--- src/rtl/sd_clock_manager_if.sv ---
// Host-side handshake between the SD host register bank and sd_clock_manager.
// The register bank drives the master modport; the clock manager uses the slave modport.
interface sd_clock_manager_if;
  logic       DIV_REQ;
  logic [7:0] DIV_VAL;
  logic       DIV_ACK;
  logic       STOP_REQ;
  logic       BUSY;

  modport master (
    output DIV_REQ,
    output DIV_VAL,
    output STOP_REQ,
    output BUSY,
    input  DIV_ACK
  );

  modport slave (
    input  DIV_REQ,
    input  DIV_VAL,
    input  STOP_REQ,
    input  BUSY,
    output DIV_ACK
  );
endinterface

--- src/rtl/sd_clock_manager.sv ---
// SD clock sequencer: power-up clock train, glitch-free divider switching and SD_CLK stop/restart.
// Optional idle auto-stop is enabled by defining SD_CLK_AUTO_STOP_EN.
module sd_clock_manager #(
  parameter logic [7:0]  INIT_DIV    = 8'd62,
  parameter int unsigned INIT_CYCLES = 74
`ifdef SD_CLK_AUTO_STOP_EN
  ,
  parameter int unsigned IDLE_CYCLES = 16
`endif
) (
  input  logic                     CLK,
  input  logic                     RST,
  sd_clock_manager_if.slave        hif,
  input  logic                     SD_CLK_I,
  output logic [7:0]               DIVIDER_O,
  output logic                     CLK_EN_O,
  output logic                     INIT_DONE,
  output logic                     CLK_STOPPED
);

  localparam int unsigned DIV_W      = 8;
  localparam int unsigned INIT_CNT_W = 7;
`ifdef SD_CLK_AUTO_STOP_EN
  localparam int unsigned IDLE_W     = $clog2(IDLE_CYCLES + 1);
`endif

  typedef enum logic [2:0] {
    ST_INIT      = 3'd0,
    ST_RUN       = 3'd1,
    ST_SWITCH    = 3'd2,
    ST_STOP_WAIT = 3'd3,
    ST_STOPPED   = 3'd4
  } state_e;

  state_e                state_q,       state_d;
  logic                  sd_clk_q,      sd_clk_d;
  logic [INIT_CNT_W-1:0] init_cnt_q,    init_cnt_d;
  logic [DIV_W-1:0]      divider_q,     divider_d;
  logic                  clk_en_q,      clk_en_d;
  logic                  div_ack_q,     div_ack_d;
  logic                  init_done_q,   init_done_d;
  logic                  clk_stopped_q, clk_stopped_d;

  logic                  rise_c;
  logic                  fall_c;
  logic                  div_req_c;
  logic                  stop_req_c;
  logic [DIV_W-1:0]      div_sel_c;
  logic [INIT_CNT_W-1:0] init_cnt_inc_c;

  // SD_CLK_I is already CLK-synchronous, so one delay flop gives both edges.
  always_comb begin
    sd_clk_d       = SD_CLK_I;
    rise_c         = SD_CLK_I & ~sd_clk_q;
    fall_c         = ~SD_CLK_I & sd_clk_q;
    init_cnt_inc_c = init_cnt_q + INIT_CNT_W'(1);
    div_sel_c      = (hif.DIV_VAL == DIV_W'(0)) ? DIV_W'(1) : hif.DIV_VAL;
    // The ack cycle masks DIV_REQ so a request still held high is not taken twice.
    div_req_c      = hif.DIV_REQ & ~div_ack_q;
  end

`ifdef SD_CLK_AUTO_STOP_EN
  logic [IDLE_W-1:0] idle_cnt_q, idle_cnt_d;
  logic              auto_stop_c;

  // Idle rises counted only in RUN; any BUSY clears it, which also withdraws the auto stop.
  always_comb begin
    auto_stop_c = (idle_cnt_q == IDLE_W'(IDLE_CYCLES)) & ~hif.BUSY;
    idle_cnt_d  = idle_cnt_q;
    if (hif.BUSY) begin
      idle_cnt_d = IDLE_W'(0);
    end else if ((state_q == ST_RUN) && rise_c && (idle_cnt_q != IDLE_W'(IDLE_CYCLES))) begin
      idle_cnt_d = idle_cnt_q + IDLE_W'(1);
    end
    stop_req_c = hif.STOP_REQ | auto_stop_c;
  end
`else
  always_comb begin
    stop_req_c = hif.STOP_REQ;
  end
`endif

  // Next-state and registered-output logic.
  always_comb begin
    state_d       = state_q;
    init_cnt_d    = init_cnt_q;
    divider_d     = divider_q;
    clk_en_d      = clk_en_q;
    div_ack_d     = 1'b0;
    init_done_d   = init_done_q;
    clk_stopped_d = clk_stopped_q;

    case (state_q)
      ST_INIT: begin
        if (rise_c) begin
          init_cnt_d = init_cnt_inc_c;
          if (init_cnt_inc_c == INIT_CNT_W'(INIT_CYCLES)) begin
            init_done_d = 1'b1;
            state_d     = ST_RUN;
          end
        end
      end

      ST_RUN: begin
        if (div_req_c) begin
          state_d = ST_SWITCH;
        end else if (stop_req_c) begin
          state_d = ST_STOP_WAIT;
        end
      end

      // Divider counter is at most 1 just after a fall, so the new value never cuts a half-period short.
      ST_SWITCH: begin
        if (!hif.DIV_REQ) begin
          state_d = ST_RUN;
        end else if (fall_c) begin
          divider_d = div_sel_c;
          div_ack_d = 1'b1;
          state_d   = ST_RUN;
        end
      end

      ST_STOP_WAIT: begin
        if (!stop_req_c) begin
          state_d = ST_RUN;
        end else if (fall_c) begin
          clk_en_d      = 1'b0;
          clk_stopped_d = 1'b1;
          state_d       = ST_STOPPED;
        end
      end

      // Gated clock: divider may change immediately; a pending divider change wins over resume.
      ST_STOPPED: begin
        if (div_req_c) begin
          divider_d = div_sel_c;
          div_ack_d = 1'b1;
        end else if (!stop_req_c) begin
          clk_en_d      = 1'b1;
          clk_stopped_d = 1'b0;
          state_d       = ST_RUN;
        end
      end

      default: begin
        state_d = ST_INIT;
      end
    endcase
  end

  always_ff @(posedge CLK or posedge RST) begin
    if (RST) begin
      state_q       <= ST_INIT;
      sd_clk_q      <= 1'b0;
      init_cnt_q    <= INIT_CNT_W'(0);
      divider_q     <= INIT_DIV;
      clk_en_q      <= 1'b1;
      div_ack_q     <= 1'b0;
      init_done_q   <= 1'b0;
      clk_stopped_q <= 1'b0;
`ifdef SD_CLK_AUTO_STOP_EN
      idle_cnt_q    <= IDLE_W'(0);
`endif
    end else begin
      state_q       <= state_d;
      sd_clk_q      <= sd_clk_d;
      init_cnt_q    <= init_cnt_d;
      divider_q     <= divider_d;
      clk_en_q      <= clk_en_d;
      div_ack_q     <= div_ack_d;
      init_done_q   <= init_done_d;
      clk_stopped_q <= clk_stopped_d;
`ifdef SD_CLK_AUTO_STOP_EN
      idle_cnt_q    <= idle_cnt_d;
`endif
    end
  end

  assign hif.DIV_ACK = div_ack_q;
  assign DIVIDER_O   = divider_q;
  assign CLK_EN_O    = clk_en_q;
  assign INIT_DONE   = init_done_q;
  assign CLK_STOPPED = clk_stopped_q;

endmodule
--- src/flat_wrapper.sv ---
// flat-port wrapper written by rule: the top's interface ports become plain ports
module sd_clock_manager_flat 
#(
  parameter logic [7:0]  INIT_DIV    = 8'd62,
  parameter int unsigned INIT_CYCLES = 74

)
  (CLK, RST, SD_CLK_I, DIVIDER_O, CLK_EN_O, INIT_DONE, CLK_STOPPED, hif_DIV_REQ, hif_DIV_VAL, hif_STOP_REQ, hif_BUSY, hif_DIV_ACK);
  sd_clock_manager_if hif_i ();
  input  logic CLK;
  input  logic RST;
  input  logic SD_CLK_I;
  output logic [7:0] DIVIDER_O;
  output logic CLK_EN_O;
  output logic INIT_DONE;
  output logic CLK_STOPPED;
  input wire logic [$bits(hif_i.DIV_REQ)-1:0] hif_DIV_REQ;
  input wire logic [$bits(hif_i.DIV_VAL)-1:0] hif_DIV_VAL;
  input wire logic [$bits(hif_i.STOP_REQ)-1:0] hif_STOP_REQ;
  input wire logic [$bits(hif_i.BUSY)-1:0] hif_BUSY;
  output wire logic [$bits(hif_i.DIV_ACK)-1:0] hif_DIV_ACK;
  assign hif_i.DIV_REQ = hif_DIV_REQ;
  assign hif_i.DIV_VAL = hif_DIV_VAL;
  assign hif_i.STOP_REQ = hif_STOP_REQ;
  assign hif_i.BUSY = hif_BUSY;
  assign hif_DIV_ACK = hif_i.DIV_ACK;
  sd_clock_manager #(.INIT_DIV(INIT_DIV), .INIT_CYCLES(INIT_CYCLES)) u_core (.CLK(CLK), .RST(RST), .hif(hif_i), .SD_CLK_I(SD_CLK_I), .DIVIDER_O(DIVIDER_O), .CLK_EN_O(CLK_EN_O), .INIT_DONE(INIT_DONE), .CLK_STOPPED(CLK_STOPPED));
endmodule
--- config.mk ---
export PLATFORM = sky130hd
export DESIGN_NAME = sd_clock_manager_flat
export DESIGN_NICKNAME = d
export VERILOG_FILES = /design/src/rtl/sd_clock_manager_if.sv /design/src/rtl/sd_clock_manager.sv /design/src/flat_wrapper.sv
export SDC_FILE = /design/constraint.sdc
export NUM_CORES = 1
export LEC_CHECK = 0
export BUFFER_PORTS_ARGS = -buffer_cell sky130_fd_sc_hd__buf_2
export CAP_MARGIN = 20
export CELL_PAD_IN_SITES_DETAIL_PLACEMENT = 0
export CELL_PAD_IN_SITES_GLOBAL_PLACEMENT = 1
export CORE_MARGIN = 8
export CORE_UTILIZATION = 43
export CTS_CLUSTER_SIZE = 14
export DETAILED_ROUTE_END_ITERATION = 10
export GPL_TIMING_DRIVEN = 1
export PLACE_DENSITY_LB_ADDON = 0.15
export SLEW_MARGIN = 20
export SYNTH_ARGS = -nofsm -noshare
export SYNTH_HDL_FRONTEND = slang
export SYNTH_SLANG_ARGS = --single-unit
--- constraint.sdc ---
create_clock -name CLK -period 3.8 [get_ports CLK]
set_input_delay 0.76 -clock CLK [delete_from_list [all_inputs] [get_ports CLK]]
set_output_delay 0.76 -clock CLK [all_outputs]
set_load 0.01 [all_outputs]
### Yosys cells after proc, flatten, opt, wreduce, memory -nomap -nowiden

Cells that the tools add are included.

* bits in registers: 23
* input bits: 14
* output and inout bits: 12
* logic and storage cells: 71

* $add $sub $neg: 1
* equal/unequal tests: 17
* multiplexer cells: 30
* bitwise logic cells: 6
* reduce and logical (&&, ||, !) cells: 9

Operators by type and width (count)
* two-way mux 8 bit: 4
* two-way mux 3 bit: 10
* case mux 8 bit (2 select lines): 1
* case mux 3 bit (5 select lines): 1
* two-way mux 1 bit: 11
* != test 2 x 1 -> 1 bit, second input constant: 5
* != test 3 x 2 -> 1 bit, second input constant: 3
* logical NOT 8 bit: 1
* != test 2 bit, second input constant: 4
* adder 7 x 1 -> 7 bit, second input constant: 1
* == test 7 bit, second input constant: 1
* AND reduction 7 bit: 1
* == test 3 x 2 -> 1 bit, second input constant: 2
* case mux 1 bit (2 select lines): 3
* AND reduction 5 bit: 1
* AND reduction 4 bit: 1
* nonzero test 2 bit: 2
* bitwise AND 1 bit: 3
* == test 3 x 1 -> 1 bit, second input constant: 1
* == test 3 bit, second input constant: 1
* logical NOT 3 bit: 1
* inverter 1 bit: 3
* AND reduction 3 bit: 1
* AND reduction 2 bit: 1

### Longest topological paths before layout

Gate-level depths: netlist of the first run.

* word-level depth: 5
* gate-level depth with buffers: 6
* mapped depth without buffers: 6

### Worst setup path after synthesis of the first run

Ideal clock, no wire load.

* path kind: in2reg
* from: input SD_CLK_I
* to: register u_core.divider_q[6] (netlist: u_core.DIVIDER_O[6])
* setup time: 0.125 ns
* arrival: 1.686 ns
* required time: 3.675 ns
* setup slack: 1.989 ns
* cell stages on the path: 3
* buffers on the path: 0
* cells stage by stage: and4bb_2 -> o21ai_2 -> mux2_2

* cells in the longest elaborated chain, start to end: 4

RTL lines
* start, declared: line flat_wrapper.sv:12 `input logic SD_CLK_I;`
* inverter 1 bit: line sd_clock_manager.sv:55 `fall_c = ~SD_CLK_I & sd_clk_q;`
* bitwise AND 1 bit: line sd_clock_manager.sv:55
* != test 2 x 1 -> 1 bit (no source line)
* AND reduction 4 bit (no source line)
* end signal, assigned: line sd_clock_manager.sv:168 `divider_q <= divider_d;`
* end, declared: line sd_clock_manager.sv:38 `logic [DIV_W-1:0] divider_q, divider_d;`

No other way between the ends.
A chain may end at the register's enable or synchronous reset.

### Worst setup path in the final report of the first run

* from: register u_core.clk_en_q (netlist: u_core.CLK_EN_O)
* to: output CLK_EN_O

RTL lines
* start, declared: line sd_clock_manager.sv:39 `logic clk_en_q, clk_en_d;`
* start signal, assigned: line sd_clock_manager.sv:169 `clk_en_q <= clk_en_d;`
* end, declared: line flat_wrapper.sv:14 `output logic CLK_EN_O;`

No word-level cell between the ends.

==> summary.txt, run 1 <==
Timing
  – Sum Neg Setup Slack: 0 ps
  – Fmax: 0.571 GHz
  – Clock Skew: 2.04 ps
  – RSZ-0062 raised after global routing: false
  – Setup Viol. Count Final: 0
  – Slew HR: 43.4%
  – Slew Limit Fails: 0
  – Final hold vios: 0
  – Final Critical Period: 1750 ps
  – Tightest Pin Transition: 848 ps
  – Tcrit/Tclk final: 46.1%

Floorplanning
  – Die X: 67.7 um
  – Die H: 67.7 um
  – Core ar.: 2500 um^2
  – # rows: 18
  – Die area: 4590 um^2
  – Io pins: 26
  – Starting Density: 46.0%

Clock tree
  – TritonCTS Buffers: 3
  – Root Driver: clkbuf_4
  – CTS H-Tree Depth: 1
  – Post-CTS Resized: 0
  – TritonCTS clock tree: yes
  – Post-CTS setup buffers: 0
  – Clock latency on the worst-skew pair: 310 ps
  – Clock Path Buffers: 2
  – Hold bufs inserted after CTS: 0
  – TritonCTS Sinks: 23
  – Clock transition at path regs: 130 ps

Setup path
  – WP data arrival: 990 ps
  – Worst setup EP type: output pin
  – Critical path's largest stage delay: 550 ps
  – Crit path launch type: flop
  – Cells along the critical path: buf_2
  – R2R cell count: 4
  – Crit-path leading delay family: flip-flops
  – Reg2reg setup slack: 2070 ps
  – Crit Path Max Fanout: 2
  – WP data required: 3040 ps
  – WP depth: 1
  – WS Path Type: flop to output pin
  – WP buf/inv: 1
  – Crit path max-delay cell type: dfstp_2

Logic synthesis
  – Multiplexer area fraction after synthesis: 7.72%
  – YS warnings: 0
  – Synthesized area: 1150 um^2
  – Syn avg cell area: 11.0 um^2
  – Post-Synth Adder-Cell Area: 2.17%
  – Largest family of logic cells by synthesized area: simple AND/OR/NAND/NOR gates
  – Post-synth cell types: 38
  – Mapped Cells: 105
  – Synthesized flop and latch total: 23
  – Synth Area in Simple Gates: 18.8%
  – Synth Area in Compound Gates: 11.1%
  – XOR/XNOR Fraction of Synth Area: 4.57%
  – Syn nets: 121
  – Seq/Total Area, Yosys: 50.7%

Worst hold path
  – Min-Delay Path Class: flop to flop
  – WHS Path Cells: 1

Global routing
  – Initial antenna violation count: 0
  – Grt ovf: 0
  – Pin count of the biggest net entering global routing: 24
  – First-pass GRT wire length: 3800 um
  – Total track usage: 10.5%
  – Number of global-route vias before repair: 871

Layout
  – Nets: 146
  – Area Growth Syn to Fin: 13.3%
  – Share of cells above drive strength 1: 35.7%
  – Ant. Diodes: 0
  – Final Cell Area: 1300 um^2

Routing
  – Total via count in the routed design: 829
  – Antenna Nets Post-Route: 0
  – Iteration-0 DRC Markers: 47
  – DR DRC count: 0
  – DR pass1 iterations: 4
  – Vias per cell: 5.21
  – Wire per inst: 13.5 um
  – Total Routed Length: 2150 um

Place
  – Area after DPL: 1270 um^2
  – Placer Congestion: 0.793
  – Port buffer count: 24
  – DP Wirelength: 1660 um

Pwr
  – Worst vdd ir: 0.423 mV
  – Leakage: 0.600 nW
  – Power per Cell Area: 682 nW/um^2

Status
  – Outcome: completed

Job
  – Max cap viols: 0
[metrics by stage]
| step | total power, mW | cells | setup WS (ps) | util, % | hold WS [ps] |
|---|---|---|---|---|---|
| 2_1_floorplan | 0.693 | 105 | 1990 | - | 446 |
| 3_3_place_gp | 0.772 | 155 | 1750 | 51.0 | 457 |
| 3_5_place_dp | 0.782 | 155 | 1730 | 51.0 | 465 |
| 4_1_cts | 0.901 | 159 | 2040 | 52.2 | 500 |
| 5_1_grt | 0.964 | 159 | 1980 | 52.2 | 521 |
| 6_report | 0.889 | 159 | 2050 | 52.2 | 493 |
[cells in the final DEF, fill, tap and decap left out, types with 3 or more instances in the layout]
cell type	n
buf_2	24
dfrtp_1	17
nand2_1	7
mux2_2	7
inv_1	6
dfstp_2	6
nor2_1	5
nand3_1	5
a21oi_1	5
nand2b_1	3
xnor2_1	3
xor2_1	3
nor2b_1	3
nor3_1	3
clkbuf_4	3
[registers in the layout, indices dropped and copies added, names as in the netlist]
signal	flops
u_core.CLK_STOPPED	1
u_core.hif.DIV_ACK	1
u_core.sd_clk_q	1
u_core.init_cnt_q	7
u_core.INIT_DONE	1
u_core.DIVIDER_O	8
u_core.state_q	3
u_core.CLK_EN_O	1
[worst register-to-register path, cell delays in order, from the launching register on]
cell	delay [ps]
dfrtp_1	520
or3_4	430
or2_1	330
nor3_4	220
xor2_1	170
[Yosys cell counts]
library cell / instances / area share (%)
nand2_1: 7 / 2.3
buf_4: 1 / 0.65
nand3b_1: 1 / 0.65
buf_6: 2 / 2.0
buf_2: 1 / 0.43
xor2_1: 3 / 2.3
or2_2: 1 / 0.54
dfrtp_1: 17 / 37
a21o_1: 1 / 0.65
o211ai_1: 1 / 0.65
nand2b_1: 3 / 1.6
o21ai_2: 1 / 0.76
nor3_4: 1 / 1.4
nor4_1: 2 / 1.1
or3_4: 1 / 0.98
nor3b_1: 2 / 1.3
a21oi_1: 5 / 2.2
dfstp_2: 6 / 14
nand4_1: 1 / 0.54
ha_1: 2 / 2.2
mux2i_1: 1 / 0.87
o21ai_0: 2 / 0.87
and4bb_2: 1 / 1.1
a32o_1: 1 / 0.87
a221oi_1: 1 / 0.76
o21bai_1: 2 / 1.3
a31oi_1: 2 / 1.1
mux2_2: 7 / 6.8
a32oi_1: 1 / 0.76
xnor2_1: 3 / 2.3
a2111oi_0: 1 / 0.76
nor3_1: 3 / 1.3
nand3_1: 5 / 2.2
nor2_1: 5 / 1.6
nor2b_1: 3 / 1.6
o21ai_1: 1 / 0.43
or2_1: 1 / 0.54
inv_1: 6 / 2.0
[worst paths after layout]
path | from | to
setup / recovery | u_core.CLK_EN_O | CLK_EN_O
hold / removal | u_core.INIT_DONE | u_core.INIT_DONE
setup reg to reg | u_core.state_q[1] | u_core.init_cnt_q[5]
hold reg to reg | u_core.INIT_DONE | u_core.INIT_DONE
max in group asynchronous | RST | u_core.init_cnt_q[3]
min in group asynchronous | RST | u_core.DIVIDER_O[7]
[cell type report]
class | count | area [um^2]
fill | 237 | 1200
sequential | 23 | 583
multi-input combinational | 72 | 510
timing repair buffer | 24 | 120
tap | 30 | 37.5
clock buffer | 3 | 22.5
inverter | 6 | 22.5
clock inverter | 1 | 7.51
[power breakdown]
group,internal [mW],leakage (nW),switching (mW)
logic,0.160,0.316,0.154
clock network,0.0402,0.0139,0.0782
registers,0.362,0.271,0.0949
total,0.561,0.600,0.328
[logic make-up after synthesis]
logic type	Yosys count
buf+inv	10
compound gates	19
xor+xnor	6
mux	8
fa+ha+maj	2
simple gates	37
flops	23
[metal layers]
metal  vias up  GRT usage [%]  part of all wire [%]
met3         2           4.80                   5.4
met5         -              0                     0
li1        417              -                     -
met2        19           15.9                    46
met4         0           2.35                  0.56
met1       391           13.4                    48
Note: power is estimated with default switching activity, not from simulation.
==> run 2: changes to the inputs <==
--- a/config.mk
+++ b/config.mk
@@ -10,7 +10,7 @@
 export CELL_PAD_IN_SITES_DETAIL_PLACEMENT = 0
 export CELL_PAD_IN_SITES_GLOBAL_PLACEMENT = 1
 export CORE_MARGIN = 8
-export CORE_UTILIZATION = 43
+export CORE_UTILIZATION = 36
 export CTS_CLUSTER_SIZE = 14
 export DETAILED_ROUTE_END_ITERATION = 10
 export GPL_TIMING_DRIVEN = 1
==> constraint.sdc (replaced) <==
create_clock -name CLK -period 1.5 [get_ports CLK]
set_input_delay 0.3 -clock CLK [delete_from_list [all_inputs] [get_ports CLK]]
set_output_delay 0.3 -clock CLK [all_outputs]
set_load 0.01 [all_outputs]
==> run 2 against run 1 <==
  * Die area grew 15%
  * Via count grew 8.6%
  * Sequential share of layout area shrank 4.7 points
  * Cell count grew 16%
  * Core utilization shrank 4.3 points
  * Highest routed layer unchanged
==> summary.txt, run 2 (synthesis gave the netlist of run 1 again) <==
Timing
  – Slew Limit Fails: 0 (unchanged)
  – Tcrit/Tclk final: 98.6%
  – Slew HR: 71.1% (+28 points)
  – RSZ-0062 raised after global routing: true
  – Clock Skew: 5.72 ps (+3.68 ps)
  – Setup Viol. Count Final: 0 (unchanged)
  – Tightest Pin Transition: 423 ps (-425 ps)
  – Final hold vios: 0 (unchanged)
  – Hold_ws: 209 ps (-284 ps)
  – Final Critical Period: 1480 ps
  – Fmax: 0.676 GHz

Worst hold path
  – Hold endpoint: u_core.sd_clk_q
  – Min-Delay Path Class: input pin to flop
  – Min-delay src: SD_CLK_I
  – WHS Path Cells: 2 (+1)

Pwr
  – Combinational power share: 41.9% (+6.6 points)
  – Power per Cell Area: 1670 nW/um^2 (+140%)
  – Register share of total power: 46.2% (-5.2 points)
  – Worst vdd ir: 0.856 mV (+100%)
  – Net Switching: 906 uW (+180%)
  – Sw frac: 37.2% (+0.31 points)
  – Clock share of power: 12.0% (-1.3 points)
  – Leakage: 0.671 nW (+12%)
  – Pint: 1.53 mW (+170%)

Layout
  – Most common cell after layout, fill and taps aside: buf_2
  – Nets: 158 (+8.2%)
  – Share of cells above drive strength 1: 46.1% (+10 points)
  – Final Util: 47.9% (-4.3 points)
  – Ant. Diodes: 0 (unchanged)
  – Largest register FFs: 8 (unchanged)
  – Final cell count without fillers: 185 (+16%)
  – Area Growth Syn to Fin: 27.0%
  – Most frequent cells in the layout: buf_2 (24), dfrtp_1 (16), buf_4 (10), nand2_1 (7)
  – Filler cell count: 301 (+27%)

Setup path
  – Reg-to-Reg End: u_core.init_cnt_q[5]
  – R2R cell count: 4 (unchanged)
  – WS Path Type: flop to flop
  – Crit Path Max Fanout: 3 (+1)
  – Worst setup EP type: flop
  – Reg2reg setup slack: 20 ps (-2050 ps)
  – WP data required: 1740 ps (-1300 ps)
  – Critical R2R Launch: u_core.state_q[2]
  – Crit path launch type: flop
  – WP data arrival: 1720 ps (+730 ps)

Clock tree
  – Clock transition at path regs: 140 ps (about the same)
  – TritonCTS Sinks: 23 (unchanged)
  – Clock latency on the worst-skew pair: 310 ps (about the same)
  – TritonCTS clock tree: yes
  – Root Driver: clkbuf_4
  – Clock Path Buffers: 2 (unchanged)
  – TritonCTS Buffers: 3 (unchanged)
  – CTS H-Tree Depth: 1 (unchanged)

Floorplanning
  – Die area: 5260 um^2 (+15%)
  – Core ar.: 3050 um^2 (+22%)
  – Die X: 72.5 um (+7.1%)
  – Starting Density: 37.7% (-8.3 points)
  – # rows: 20 (+2)
  – Die H: 72.5 um (+7.1%)
  – Io pins: 26 (unchanged)

Routing
  – Antenna Nets Post-Route: 0 (unchanged)
  – Highest Signal Layer: met4
  – Wire length on met3: 89 um (-24%)
  – Iteration-0 DRC Markers: 46 (-2.1%)
  – Total via count in the routed design: 900 (+8.6%)
  – Total Routed Length: 2540 um (+18%)
  – Vias per cell: 4.86 (-6.7%)
  – Wire per inst: 13.8 um (+1.8%)
  – WL met2: 1180 um (+19%)
  – DR DRC count: 0 (unchanged)
  – DR pass1 iterations: 4 (unchanged)
  – Metal1 wirelength: 1250 um (+22%)

Global routing
  – Pin count of the biggest net entering global routing: 24 (unchanged)
  – Number of global-route vias before repair: 973 (+12%)
  – Initial antenna violation count: 0 (unchanged)
  – Total track usage: 9.89% (-0.63 points)
  – Grt ovf: 0 (unchanged)
  – First-pass GRT wire length: 4260 um (+12%)

Status
  – Outcome: completed

Place
  – Placed Cells: 177 (+14%)
  – DP Wirelength: 1820 um (+9.5%)
  – Placer Congestion: 0.861 (+8.6%)
  – Port buffer count: 24 (unchanged)

Job
  – Max cap viols: 0 (unchanged)
==> run 2: how the worst max path moves through the flow <==
stage               slack [ps]            startpoint                   end  cells past startpoint
floorplan                  -40     u_core.state_q[1]  u_core.init_cnt_q[5]                      6
finish                      20     u_core.state_q[2]  u_core.init_cnt_q[5]                      4
detailed placement         -50     u_core.state_q[2]  u_core.init_cnt_q[5]                      4
CTS                          6     u_core.state_q[2]  u_core.init_cnt_q[5]                      4
global placement           -10     u_core.state_q[2]  u_core.init_cnt_q[5]                      4
global route               -40  u_core.init_cnt_q[1]     u_core.state_q[0]                      6
==> run 2: routing by layer <==
layer | GRT usage [%] | vias to the layer above
met5 | 0 | -
met4 | 3.33 | 0
met3 | 2.62 | 2
met2 | 16.0 | 20
met1 | 12.3 | 435
li1 | - | 443
==> run 2: per-stage QoR <==
stage / area, um^2 / setup WS [ps] / TNS [ps] / total power, mW
6_report: 1460 / 20.8 / 0 / 2.44
5_1_grt: 1460 / -38.9 / -72.9 / 2.62
4_1_cts: 1420 / 5.79 / 0 / 2.40
3_5_place_dp: 1360 / -48.3 / -64.8 / 2.07
3_3_place_gp: 1360 / -11.6 / -11.6 / 2.04
2_1_floorplan: 1160 / -35.4 / -66.4 / 1.77
==> run 2: cell type report <==
class / count / area (um^2) / area share (%)
clock buffer: 3 / 22.5 / 1.54
clock inverter: 1 / 5.00 / 0.342
inverter: 6 / 22.5 / 1.54
multi-input combinational: 73 / 567 / 38.8
sequential: 23 / 584 / 40.0
tap: 44 / 55.1 / 3.77
timing repair buffer: 35 / 205 / 14.0
==> run 2: critical path, cell delays in order, from the launching register on <==
cell and delay (ps):
dfrtp_1 420, or3_4 410, or2_4 270, nor3_4 130, xor2_1 190
==> run 2: what timing repair did <==
item / in CTS / in global routing
buffers inserted: 0 / 2
resized for setup: 4 / 5
hold buffers: 1 / 0
pin swaps: 1 / 3
setup endpoints to repair: 5 / 9
endpoints found under the hold margin: 10 / 0
gates cloned: 1 / 0
==> run 2: power by group through the flow <==
| stage | registers [mW] | logic [mW] | clock network (mW) |
|---|---|---|---|
| final | 1.12 | 1.02 | 0.292 |
| after global routing | 1.16 | 1.13 | 0.328 |
| after floorplan | 1.15 | 0.620 | 0 |
| after detailed placement | 1.12 | 0.942 | 0 |
| after CTS | 1.12 | 0.974 | 0.304 |
| after global placement | 1.11 | 0.930 | 0 |
==> run 3: changes to the inputs <==
--- a/config.mk
+++ b/config.mk
@@ -9,7 +9,7 @@
 export CAP_MARGIN = 20
 export CELL_PAD_IN_SITES_DETAIL_PLACEMENT = 0
 export CELL_PAD_IN_SITES_GLOBAL_PLACEMENT = 1
-export CORE_MARGIN = 8
+export CORE_MARGIN = 4
 export CORE_UTILIZATION = 36
 export CTS_CLUSTER_SIZE = 14
 export DETAILED_ROUTE_END_ITERATION = 10
==> run 3 against run 2 <==
  * Sequential share of layout area is 0.19 points higher
  * Hold slack hardly changed
  * Count of clock-buffer cells in the layout stayed put
  * Largest cell class unchanged
==> summary.txt, run 3 (synthesis gave the netlist of run 1 again) <==
Timing
  – Tcrit/Tclk final: 97.0% (-1.6 points)
  – Final Critical Period: 1460 ps (-23.9 ps)
  – Final setup margin: 44.7 ps (+23.9 ps)
  – RSZ-0062 raised after global routing: true
  – Clock Skew: 1.85 ps (-3.88 ps)
  – Fmax: 0.687 GHz (+1.6%)
  – Slew HR: 75.3% (+4.2 points)
  – Hold_ws: 209 ps (-0.456 ps)
  – Tightest Pin Transition: 362 ps (-61.2 ps)
  – Slew Limit Fails: 0 (unchanged)
  – Final hold vios: 0 (unchanged)
  – Setup Viol. Count Final: 0 (unchanged)

Setup path
  – Critical path's largest stage delay: 410 ps (about the same)
  – WP data arrival: 1700 ps (-20 ps)
  – Crit path launch type: flop
  – R2R cell count: 4 (unchanged)
  – Reg2reg setup slack: 40 ps (+20 ps)
  – Reg-to-Reg End: u_core.init_cnt_q[5]
  – WP buf/inv: 0 (unchanged)
  – Worst setup EP type: flop
  – Critical R2R Launch: u_core.state_q[1]
  – Crit-path leading delay family: simple AND/OR/NAND/NOR gates
  – Crit Path Max Fanout: 6 (+3)
  – Crit path max-delay cell type: dfrtp_1
  – Cells along the critical path: or3_4 -> or2_4 -> nor3_4 -> xor2_1
  – WP data required: 1740 ps (about the same)
  – WS Path Type: flop to flop

Worst hold path
  – WHS Path Cells: 2 (unchanged)
  – Min-Delay Path Class: input pin to flop
  – Min-delay src: SD_CLK_I
  – Hold endpoint: u_core.sd_clk_q

Floorplanning
  – Core ar.: 3050 um^2 (unchanged)
  – Io pins: 26 (unchanged)
  – Die X: 64.5 um (-11%)
  – # rows: 20 (unchanged)
  – Starting Density: 37.7% (unchanged)
  – Die area: 4170 um^2 (-21%)
  – Die H: 64.5 um (-11%)

Global routing
  – Grt ovf: 0 (unchanged)
  – Initial antenna violation count: 0 (unchanged)
  – Pin count of the biggest net entering global routing: 24 (unchanged)
  – Total track usage: 12.2% (+2.3 points)
  – Number of global-route vias before repair: 907 (-6.8%)
  – First-pass GRT wire length: 4020 um (-5.5%)

Layout
  – Reg area: 583 um^2 (-0.21%)
  – Filler cell count: 312 (+3.7%)
  – Footprint of the multi-input gates: 571 um^2 (+0.66%)
  – Most frequent cells in the layout: buf_2 (24), dfrtp_1 (17), buf_4 (8), nand2_1 (7), mux2_2 (7)
  – Final Cell Area: 1450 um^2 (-0.68%)
  – Area Growth Syn to Fin: 26.1%
  – Largest register FFs: 8 (unchanged)
  – Share of cells above drive strength 1: 45.3% (-0.78 points)
  – Most common cell after layout, fill and taps aside: buf_2
  – Nets: 156 (-1.3%)
  – Ant. Diodes: 0 (unchanged)

Clock tree
  – CTS H-Tree Depth: 1 (unchanged)
  – TritonCTS Sinks: 23 (unchanged)
  – Clock transition at path regs: 130 ps (about the same)
  – TritonCTS clock tree: yes
  – Root Driver: clkbuf_4
  – Clock Path Buffers: 2 (unchanged)
  – TritonCTS Buffers: 3 (unchanged)
  – Clock latency on the worst-skew pair: 310 ps (about the same)
  – Post-CTS setup buffers: 0 (unchanged)

Pwr
  – Leakage: 0.657 nW (-2.1%)
  – Power per Cell Area: 1650 nW/um^2 (-1.2%)
  – Worst vdd ir: 0.968 mV (+13%)
  – Total power draw: 2.39 mW (-1.9%)

Routing
  – DR pass1 iterations: 4 (unchanged)
  – Wire per inst: 12.5 um (-9.4%)
  – Iteration-0 DRC Markers: 22 (-52%)
  – Total via count in the routed design: 881 (-2.1%)
  – Vias per cell: 4.81 (-1.0%)
  – Total Routed Length: 2280 um (-10%)
  – DR DRC count: 0 (unchanged)
  – Antenna Nets Post-Route: 0 (unchanged)

Place
  – DP Wirelength: 1660 um (-8.3%)
  – Placer Congestion: 0.767 (-11%)
  – Area after DPL: 1360 um^2 (unchanged)
  – Port buffer count: 24 (unchanged)
  – Setup Slack @ Placement: -14.5 ps (+33.8 ps)

Status
  – Outcome: completed

Job
  – Max cap viols: 0 (unchanged)
run 3: cell count changes in the layout (fill, tap and decap cells not counted), sizes merged:
cell,change
buf,-2
clkinv,-1
clkinvlp,+1
run 3: per-stage QoR:
| step | std cells | setup TNS (ps) | utilization [%] |
|---|---|---|---|
| finish | 183 | 0 | 47.5 |
| global placement | 177 | -8.25 | 44.6 |
| floorplan | 105 | -66.4 | - |
| global route | 183 | -86.9 | 47.5 |
| CTS | 183 | 0 | 46.7 |
| detailed placement | 177 | -14.5 | 44.6 |
run 3: timing repair:
action                                  in CTS  in global routing
hold endpoints to repair                    17                  0
cloned                                       1                  0
hold buffers                                 1                  0
pin swaps                                    1                  4
gates resized for setup                      4                  4
endpoints found under the setup margin       5                  7
run 3: final cells by class:
type	instances	area share (%)
clock inverter	1	0.517
inverter	6	1.55
clock buffer	3	1.55
sequential	23	40.2
timing repair buffer	33	13.1
tap	44	3.79
multi-input combinational	73	39.3
run 3: worst max path at each step:
stage,from,to,cells after the start
final,u_core.state_q[1],u_core.init_cnt_q[5],4
after floorplan,u_core.state_q[1],u_core.init_cnt_q[5],6
after global routing,u_core.init_cnt_q[1],u_core.state_q[0],7
after detailed placement,u_core.state_q[2],u_core.init_cnt_q[5],4
after CTS,u_core.state_q[2],u_core.DIVIDER_O[6],4
after global placement,u_core.state_q[2],u_core.init_cnt_q[5],4
run 3: worst reg2reg max path, delay by kind of cell, from the launching register on:
kind	cells	cell delay [ps]
and+or+nand+nor	3	820
xor gates and xnor gates	1	160
DFF	1	410
run 3: routing by layer:
layer / global-route usage (%) / share of wire [%] / routed length (um) / vias up
met5: 0 / 0 / 0 / -
met4: 3.17 / 0.79 / 18 / 0
met3: 4.68 / 6.3 / 143 / 2
met2: 19.8 / 46 / 1050 / 23
met1: 15.2 / 47 / 1070 / 416
li1: - / - / - / 440
run 3: report_power, final:
part | internal, mW | switching [mW] | total, mW
Sequential | 0.917 | 0.196 | 1.11
Clock | 0.102 | 0.190 | 0.291
Combinational | 0.484 | 0.504 | 0.988
Total | 1.50 | 0.890 | 2.39
